===== config.mk =====
export PLATFORM = sky130hd
export DESIGN_NAME = shift_reg_driver_flat
export DESIGN_NICKNAME = d
export VERILOG_FILES = /design/src/rtl/shift_reg_pkg.sv /design/src/rtl/shift_reg_driver_if.sv /design/src/rtl/shift_reg_driver_tick_gen.sv /design/src/rtl/shift_reg_driver.sv /design/src/flat_wrapper.sv
export SDC_FILE = /design/constraint.sdc
export NUM_CORES = 1
export LEC_CHECK = 0
export BUFFER_PORTS_ARGS = -buffer_cell sky130_fd_sc_hd__buf_2
export CORE_ASPECT_RATIO = 0.7
export CORE_MARGIN = 3
export CORE_UTILIZATION = 49
export CTS_CLUSTER_SIZE = 20
export DETAILED_ROUTE_END_ITERATION = 16
export GPL_TIMING_DRIVEN = 1
export PLACE_DENSITY = 0.81
export SETUP_SLACK_MARGIN = 0.5
export SKIP_CTS_REPAIR_TIMING = 1
export SYNTH_ARGS = -nofsm -noshare
export SYNTH_HDL_FRONTEND = slang
export SYNTH_HIERARCHICAL = 1
export SYNTH_SLANG_ARGS = --single-unit
export TNS_END_PERCENT = 20

===== constraint.sdc =====
create_clock -name clk -period 1.7 [get_ports clk]
set_input_delay 0.17 -clock clk [delete_from_list [all_inputs] [get_ports clk]]
set_output_delay 0.17 -clock clk [all_outputs]
set_load 0.05 [all_outputs]

===== src/rtl/shift_reg_pkg.sv =====
// Shared definitions for the shift-register link: default word width,
// transmitter FSM states and divider sizing helper.
package shift_reg_pkg;

  localparam int unsigned SR_WIDTH = 8;

  typedef enum logic [2:0] {
    IDLE,
    SH_LO,
    SH_HI,
    LA_LO,
    LA_HI,
    CLR_LO,
    CLR_HI,
    CLR_TL
  } sr_state_t;

  // Divider counter width: enough to hold DIV-1, never less than one bit.
  function automatic int unsigned div_bits(input int unsigned div);
    return (div <= 1) ? 1 : $clog2(div);
  endfunction

endpackage


===== src/rtl/shift_reg_driver_if.sv =====
// Parallel word / clear request handshake into the shift-register driver.
interface shift_reg_driver_if #(
  parameter int unsigned WIDTH = shift_reg_pkg::SR_WIDTH
);

  logic [WIDTH-1:0] tx_data;
  logic             tx_valid;
  logic             tx_ready;
  logic             clr_req;

  modport master (
    output tx_data,
    output tx_valid,
    output clr_req,
    input  tx_ready
  );

  modport slave (
    input  tx_data,
    input  tx_valid,
    input  clr_req,
    output tx_ready
  );

endinterface


===== src/rtl/shift_reg_driver_tick_gen.sv =====
// Restartable down-counter: tick is high on the count-0 cycle, so with a
// restart on phase entry every phase lasts exactly DIV system clocks.
module sr_tick_gen
  import shift_reg_pkg::*;
#(
  parameter int unsigned DIV = 4
) (
  input  logic clk,
  input  logic reset,
  input  logic restart,
  output logic tick
);

  localparam int unsigned  CW     = div_bits(DIV);
  localparam logic [CW-1:0] RELOAD = CW'(DIV - 1);

  logic [CW-1:0] cnt;

  // Count down to zero, reloading on restart or after the tick cycle.
  always_ff @(posedge clk) begin
    if (!reset) begin
      cnt <= '0;
    end else if (restart || (cnt == '0)) begin
      cnt <= RELOAD;
    end else begin
      cnt <= cnt - 1'b1;
    end
  end

  assign tick = (cnt == '0);

endmodule


===== src/rtl/shift_reg_driver.sv =====
// Transmit side of the serial-in/parallel-out shift-register link.
// Shifts a WIDTH-bit word out MSB first on sr_data/sr_clk, then pulses
// sr_latch; alternatively runs a clear sequence on sr_reset.
module shift_reg_driver
  import shift_reg_pkg::*;
#(
  parameter int unsigned WIDTH = SR_WIDTH,
  parameter int unsigned DIV   = 4
) (
  input  logic                     clk,
  input  logic                     reset,
  shift_reg_driver_if.slave        tx,
  output logic                     sr_clk,
  output logic                     sr_data,
  output logic                     sr_latch,
  output logic                     sr_reset,
  output logic                     done
);

  localparam int unsigned BW = $clog2(WIDTH + 1);

  sr_state_t        state;
  logic [WIDTH-1:0] buffer;
  logic [WIDTH-1:0] shifted;
  logic [BW-1:0]    bits;
  logic             tick;
  logic             restart;

  // The divider is held at reload while idle; every other transition
  // happens on tick, where the counter reloads by itself, so each state
  // entry starts a full DIV-clock phase.
  assign restart = (state == IDLE);
  assign shifted = buffer << 1;

  sr_tick_gen #(
    .DIV (DIV)
  ) u_tick (
    .clk     (clk),
    .reset   (reset),
    .restart (restart),
    .tick    (tick)
  );

  // Transmit FSM with registered link outputs, shift buffer and bit count.
  always_ff @(posedge clk) begin
    if (!reset) begin
      state       <= IDLE;
      buffer      <= '0;
      bits        <= '0;
      tx.tx_ready <= 1'b0;
      sr_clk      <= 1'b0;
      sr_data     <= 1'b0;
      sr_latch    <= 1'b0;
      sr_reset    <= 1'b0;
      done        <= 1'b0;
    end else begin
      done <= 1'b0;
      case (state)
        IDLE: begin
          tx.tx_ready <= 1'b1;
          sr_clk      <= 1'b0;
          sr_latch    <= 1'b0;
          sr_reset    <= 1'b0;
          if (tx.tx_ready && tx.clr_req) begin
            tx.tx_ready <= 1'b0;
            sr_reset    <= 1'b1;
            state       <= CLR_LO;
          end else if (tx.tx_ready && tx.tx_valid) begin
            tx.tx_ready <= 1'b0;
            buffer      <= tx.tx_data;
            sr_data     <= tx.tx_data[WIDTH-1];
            bits        <= BW'(WIDTH);
            state       <= SH_LO;
          end
        end
        SH_LO: begin
          if (tick) begin
            sr_clk <= 1'b1;
            state  <= SH_HI;
          end
        end
        SH_HI: begin
          if (tick) begin
            sr_clk <= 1'b0;
            buffer <= shifted;
            bits   <= bits - 1'b1;
            if (bits == BW'(1)) begin
              state <= LA_LO;
            end else begin
              sr_data <= shifted[WIDTH-1];
              state   <= SH_LO;
            end
          end
        end
        LA_LO: begin
          if (tick) begin
            sr_latch <= 1'b1;
            state    <= LA_HI;
          end
        end
        LA_HI: begin
          if (tick) begin
            sr_latch    <= 1'b0;
            done        <= 1'b1;
            tx.tx_ready <= 1'b1;
            state       <= IDLE;
          end
        end
        CLR_LO: begin
          if (tick) begin
            sr_clk <= 1'b1;
            state  <= CLR_HI;
          end
        end
        CLR_HI: begin
          if (tick) begin
            sr_clk <= 1'b0;
            state  <= CLR_TL;
          end
        end
        CLR_TL: begin
          if (tick) begin
            sr_reset    <= 1'b0;
            done        <= 1'b1;
            tx.tx_ready <= 1'b1;
            state       <= IDLE;
          end
        end
        default: state <= IDLE;
      endcase
    end
  end

endmodule

===== src/flat_wrapper.sv =====
// flat-port wrapper written by rule: the top's interface ports become plain ports
module shift_reg_driver_flat import shift_reg_pkg::*;
#(
  parameter int unsigned WIDTH = SR_WIDTH,
  parameter int unsigned DIV   = 4
)
  (clk, reset, sr_clk, sr_data, sr_latch, sr_reset, done, tx_tx_data, tx_tx_valid, tx_clr_req, tx_tx_ready);
  shift_reg_driver_if #(.WIDTH(WIDTH)) tx_i ();
  input  logic clk;
  input  logic reset;
  output logic sr_clk;
  output logic sr_data;
  output logic sr_latch;
  output logic sr_reset;
  output logic done;
  input wire logic [$bits(tx_i.tx_data)-1:0] tx_tx_data;
  input wire logic [$bits(tx_i.tx_valid)-1:0] tx_tx_valid;
  input wire logic [$bits(tx_i.clr_req)-1:0] tx_clr_req;
  output wire logic [$bits(tx_i.tx_ready)-1:0] tx_tx_ready;
  assign tx_i.tx_data = tx_tx_data;
  assign tx_i.tx_valid = tx_tx_valid;
  assign tx_i.clr_req = tx_clr_req;
  assign tx_tx_ready = tx_i.tx_ready;
  shift_reg_driver #(.WIDTH(WIDTH), .DIV(DIV)) u_core (.clk(clk), .reset(reset), .tx(tx_i), .sr_clk(sr_clk), .sr_data(sr_data), .sr_latch(sr_latch), .sr_reset(sr_reset), .done(done));
endmodule

## Word level (Yosys, flattened, before mapping)

Cells that the tools add are included.

- Register bits after elaboration: 22
- Latch bits: 0
- Bits in writable memories: 0
- Memory bits (read-only): 0
- Bits of input ports: 12
- Output and inout port bits: 6
- Word-level logic and storage cells: 89
- Memories kept: 0

- Add/sub/neg operators: 2
- Multiply operators: 0
- Div/mod/pow operators: 0
- $lt $le $gt $ge: 0
- Eq/ne operators: 22
- Shift-type cells: 0
- Multiplexer cells: 34
- Bitwise gates (word level): 0
- Reductions and logical operators: 21

Operators with widths:

| operator | number |
|---|---|
| 3-bit 2-to-1 mux | 8 |
| 2-bit by 1-bit != test with 1-bit output (second input constant) | 11 |
| 7-bit 2-to-1 mux | 3 |
| 3-bit one-hot mux with 7 select lines | 1 |
| 7-bit one-hot mux with 2 select lines | 1 |
| 3-bit equality test (second input constant) | 4 |
| 4-bit 2-to-1 mux | 3 |
| 1-bit 2-to-1 mux | 10 |
| 4-bit one-hot mux with 2 select lines | 1 |
| 7-bit AND reduction | 1 |
| 3-bit by 2-bit equality test with 1-bit output (second input constant) | 2 |
| 1-bit one-hot mux with 2 select lines | 3 |
| 1-bit one-hot mux with 3 select lines | 2 |
| 2-bit AND reduction | 3 |
| 3-bit AND reduction | 2 |
| 2-bit nonzero test | 3 |
| 3-bit nonzero test | 2 |
| 2-bit OR reduction | 3 |
| 5-bit AND reduction | 1 |
| 4-bit by 1-bit equality test with 1-bit output (second input constant) | 1 |
| 2-bit 2-to-1 mux | 2 |
| 2-bit != test (second input constant) | 2 |
| 4-bit AND reduction | 1 |
| 4-bit by 1-bit subtractor with 4-bit output (second input constant) | 1 |
| other kinds (7) | 8 |

## Logic depth before layout (Yosys ltp)

- Depth after elaboration: 4
- Mapped depth: 9
- Depth with buffers taken out: 6

## Modules after synthesis

Netlist, hierarchy kept.

By module, submodules not included:

| module | instances | cells each | area an instance (sq um) | seq. area each (sq um) |
|---|---|---|---|---|
| shift_reg_driver | 1 | 114 | 1047.3 | 400.4 |
| sr_tick_gen | 1 | 8 | 78.8 | 40.0 |

## Worst setup path before layout

No wires, ideal clock.

- Path kind: register to register
- Start point: register u_core.tx.tx_ready
- End point: register u_core.bits[1]
- Library setup time: 72 ps
- Data arrival time: 1543 ps
- Required time: 1628 ps
- Slack: 86 ps
- Cell stages (with the launch flop): 7
- Buffers on the path: 2
- Period minus slack after synthesis: 1614 ps
- Cells stage by stage: dfxtp_1 > and4bb_1 > o21a_1 > buf_6 > buf_8 > nand3b_1 > a21oi_1

- Longest elaborated chain between the ends: 3
- Elaborated cells between the ends (all ways): 5
- Those cells by class: eq/ne (2); reduce/logical (3)

RTL lines:

| item | RTL line | text |
|---|---|---|
| from (decl) | shift_reg_driver_if.sv:22 | `output tx_ready` |
| from (signal assigned) | shift_reg_driver.sv:50 | `tx.tx_ready <= 1'b0;` |
| from (signal assigned) | shift_reg_driver.sv:60 | `tx.tx_ready <= 1'b1;` |
| from (signal assigned) | shift_reg_driver.sv:65 | `tx.tx_ready <= 1'b0;` |
| 1-bit logical AND (on tied branches) | shift_reg_driver.sv:64, shift_reg_driver.sv:68 |  |
| 2-bit != test (no line) / 2-bit by 1-bit != test with 1-bit output (equally long branches) | n/a |  |
| 4-bit AND reduction (no line) (*) | n/a |  |
| to (signal assigned) | shift_reg_driver.sv:72 | `bits <= BW'(WIDTH);` |
| to (signal assigned) | shift_reg_driver.sv:86 | `bits <= bits - 1'b1;` |
| to (decl) | shift_reg_driver.sv:25 | `logic [BW-1:0] bits;` |

Every way passes the cells marked *; elsewhere a longest branch is shown, timed or not.
A chain may end at the register's enable or synchronous reset.

## Worst setup path after layout

- Start point: register u_core.u_tick.cnt[0]
- End point: register u_core.bits[2]

- Longest elaborated chain between the ends: 3

RTL lines:

| item | RTL line | text |
|---|---|---|
| from (decl) | shift_reg_driver_tick_gen.sv:17 | `logic [CW-1:0] cnt;` |
| from (signal assigned) | shift_reg_driver_tick_gen.sv:26 | `cnt <= cnt - 1'b1;` |
| 2-bit logical NOT | shift_reg_driver_tick_gen.sv:30 | `assign tick = (cnt == '0);` |
| named net u_core.tick | shift_reg_driver.sv:26 | `logic tick;` |
| 2-bit by 1-bit != test with 1-bit output (no line) | n/a |  |
| 4-bit AND reduction (no line) | n/a |  |

The timed path passes the listed nets, and every way through them passes these cells.

==> results.md <==
* Status: finished, final reports clean
* P_sw at ~0.52 mW
* Max incr delay on CP at 0.35 ns
* Fin util at 67.7%
* Post-Place Setup Slack at about 0.25 ns
* Worst setup SP type: flop
* 1st-iter DRT viols at 52
* Fin crit period at between 1 and 1.5 ns
* CTS tree: done
* Fmax achieved at 717 MHz
* Setup TNS at 0 ns
* Clock buffer depth at 2
* I/O Pins at 18
* Multi-input gate area at 652 um^2
* Async set or reset register ratio after synthesis at 0%
* Sequential area share after synthesis at 39.1%
* Hold Crit Depth at 3
* Synth Flop Type: dfxtp_1
* Largest net degree at the start of global routing at 14
* CP cell instances: inv_2 > ha_4 > and2_4 > o21a_4 > buf_6 > a311oi_2
* Hold Startpoint: tx_tx_data[0]
* Max IR drop VDD at approximately 630 uV
* RePlAce Congestion at 0.831
* Pleak at 0.530 nW
* Reg2reg end: u_core/bits[2]
* Grt total ovfl at 0
* Post-DR vias/cell at about 5.5
* Worst hold path class: primary input to flop
* Power density over the cells at approximately 1100 mW/mm^2
* Clock-pin slew on the worst setup and hold paths at around 0.12 ns
* Initial antenna violation count at 0
* Avg Inst Size Synth at just over 9 um^2
* Critical path origin: u_core/u_tick/cnt[0]
* Unrepaired setup endpoints after global routing: true
* Warnings from Yosys at 6
* Starting Density at between 50% and 60%
* Synth-to-Final Area Change at 21.3%
* Synth Instances at 122
* Crit share post-route at ~82%
* EDFF count, synth at 0
* CP endpoint kind: flop
* HPWL Detailed at around 1.8 mm
* CTS H-tree lvls at 1
* Final Max Tran Viols at 0
* Final layout net count at 162
* Synth top area cells: dfxtp_1 (39%), a211oi_2 (6.7%), mux2i_1 (6.2%), nor2_1 (5.0%), a21oi_1 (3.6%)
* Max FO, Critical Path at 8
* Total global-route track usage at between 10% and 20%
* Mapped Area at around 0.0011 mm^2
* CP bufs+invs at 2
* Root buffer cell: clkbuf_4
* Die width at around 63 um
* Worst hold margin at 0.126 ns
* Num CTS Buffers at 3
* Combinational share of power at a little over a third
* Vias in the first global route at roughly 920
* Crit path required time at 1.93 ns
* Slew HR at between 70% and 80%
* Port-buffer cells at 17
* Clk_lat worst skew at between 0.3 and 0.4 ns
* Die height at approximately 46 um
* Reg2Reg Depth at 6
* Critical path depth in cells at 6
* Switching Fraction at between 30% and 40%
* Post-route DRC at 0
* Synthesis-stage register bit count at 22
* Hold EP: u_core/buffer[0]
* Fillers at roughly 170
* First-pass GRT wire length at 4.09 mm
* Reg-to-Reg Start: u_core/u_tick/cnt[0]
* Setup-failing EPs final at 0
* Share of cells above drive strength 1 at between 30 and 40%
* Wirelength per Cell at 14.2 um
* Final Routed Wirelength at between 2 and 2.5 mm
* Flip-flop and latch area at roughly 450 um^2
* Ant diodes at 0
* Core ar. at between 0.002 and 0.0025 mm^2
* Clock sink total at 22
* Final hold violations at 0
* Via Count at slightly below 1000
* CP top delay family: compound AO/OA/AOI/OAI gates
* Syn nets at 137
* Reg power frac at between 40% and 50%
* Rows at 13
* Worst Path Arrival at approximately 1.6 ns
* First-pass DRT Iterations at 4
* R2R setup slack at just over 0.3 ns
* Cell taking the most area after synthesis: dfxtp_1
* Max-cap viol count at 0
* Slew @ Worst Pin at ~0.38 ns
* Design Area, Final at 0.00137 mm^2
* Antenna Nets Post-Route at 0
* Setup ws final at between 0.3 and 0.4 ns
* Clock power frac at between 10% and 20%
* Synth unique cells at 37
* Area share of the largest cell type after synthesis at between 30% and 40%
* Slowest CP cell: dfxtp_2
* Clock Skew at between 0.006 and 0.007 ns
* CP Class: flop to flop
* Placed Area at 0.00126 mm^2
* Cell-internal power at between 0.9 and 1 mW
* Die area at 0.00292 mm^2
-- routing by layer --
layer | vias up | part of all wire (%) | global-route usage, %
met5 | - | 0 | 0
met4 | 0 | 0.48 | 5.15
met3 | 2 | 5.8 | 5.12
met2 | 25 | 47 | 31.9
met1 | 456 | 46 | 22.6
li1 | 486 | - | -
-- layout by cell type, fill, tap and decap left out, drive strengths merged --
master  Yosys  final
and4bb      1      1
dfxtp      22     22
a311oi      2      2
a41o        1      1
xnor2       1      1
and4        1      1
nor3b       2      2
o311a       1      1
clkbuf      4      4
o21ai       7      7
and2b       2      2
nand3       3      3
a21oi       8      8
o21bai      1      1
ha          3      3
a32oi       1      1
nor4b       1      1
nand2       6      6
inv         5      5
nand3b      2      2
a31oi       1      1
a21boi      3      3
nor2b       1      1
mux2i       7      7
o21a        1      1
o31ai       1      1
nor3        2      2
a21o        1      1
nor2       15     15
a211oi      8      8
buf         4     28
and2        1      1
nand2b      3      3
-- power groups by stage --
stage,Clock [mW],Sequential (mW),Combinational (mW)
finish,0.289,0.654,0.504
global route,0.317,0.665,0.549
global placement,0,0.654,0.453
CTS,0.298,0.646,0.469
detailed placement,0,0.656,0.467
floorplan,0,0.711,0.300
-- cell families (layout without fill, tap and decap cells) --
group                    Yosys count  after routing  synth area share (%)
buffers and inverters             13             37                  6.78
multiplexers                       7              7                  6.22
AND/OR/NAND/NOR                   40             40                  18.7
flip-flops                        22             22                  39.1
adder cells (fa/ha/maj)            3              3                  3.33
AO/OA/AOI/OAI                     36             36                  25.1
XOR/XNOR                           1              1                 0.778
-- worst reg2reg max path, cell delays in order (launching register included) --
cell and delay [ns]:
dfxtp_2 0.35, inv_2 0.04, ha_4 0.18, and2_4 0.18, o21a_4 0.22, buf_6 0.14
a311oi_2 0.21
-- metrics by stage --
step / power, mW / std cells
after floorplan: 1.01 / 122
after detailed placement: 1.12 / 168
after global routing: 1.53 / 176
after global placement: 1.11 / 168
after CTS: 1.41 / 172
final: 1.45 / 176
-- flip-flops by register name, indices dropped and copies added (netlist names), 2 cells and up --
register,flops
u_core/buffer,7
u_core/state,3
u_core/bits,4
u_core/u_tick/cnt,2
-- synthesized netlist by cell type, drive strengths merged, types with 2 or more instances --
cell / number
nand2: 6
mux2i: 7
nand3: 3
nor3b: 2
a21oi: 8
nand3b: 2
a21boi: 3
ha: 3
dfxtp: 22
nor2: 15
and2b: 2
nand2b: 3
o21ai: 7
nor3: 2
clkbuf: 4
buf: 4
a211oi: 8
inv: 5
a311oi: 2
-- layout make-up --
class | count | area share, %
inverters | 5 | 1.37
clock buffers | 4 | 2.66
well taps | 30 | 2.75
repair buffers | 28 | 12.9
flip-flops and latches | 22 | 32.6
multi-input cells | 87 | 47.7
-- worst max-delay path by stage --
| stage | slack [ns] | endpoint |
|---|---|---|
| after floorplan | 0.21 | u_core/bits[2] |
| after CTS | 0.22 | u_core/buffer[4] |
| after global placement | 0.30 | u_core/sr_data |
| after detailed placement | 0.25 | u_core/buffer[4] |
| after global routing | 0.26 | u_core/buffer[6] |
| final | 0.30 | u_core/bits[2] |
No activity file was read; power rests on OpenSTA's default activity.
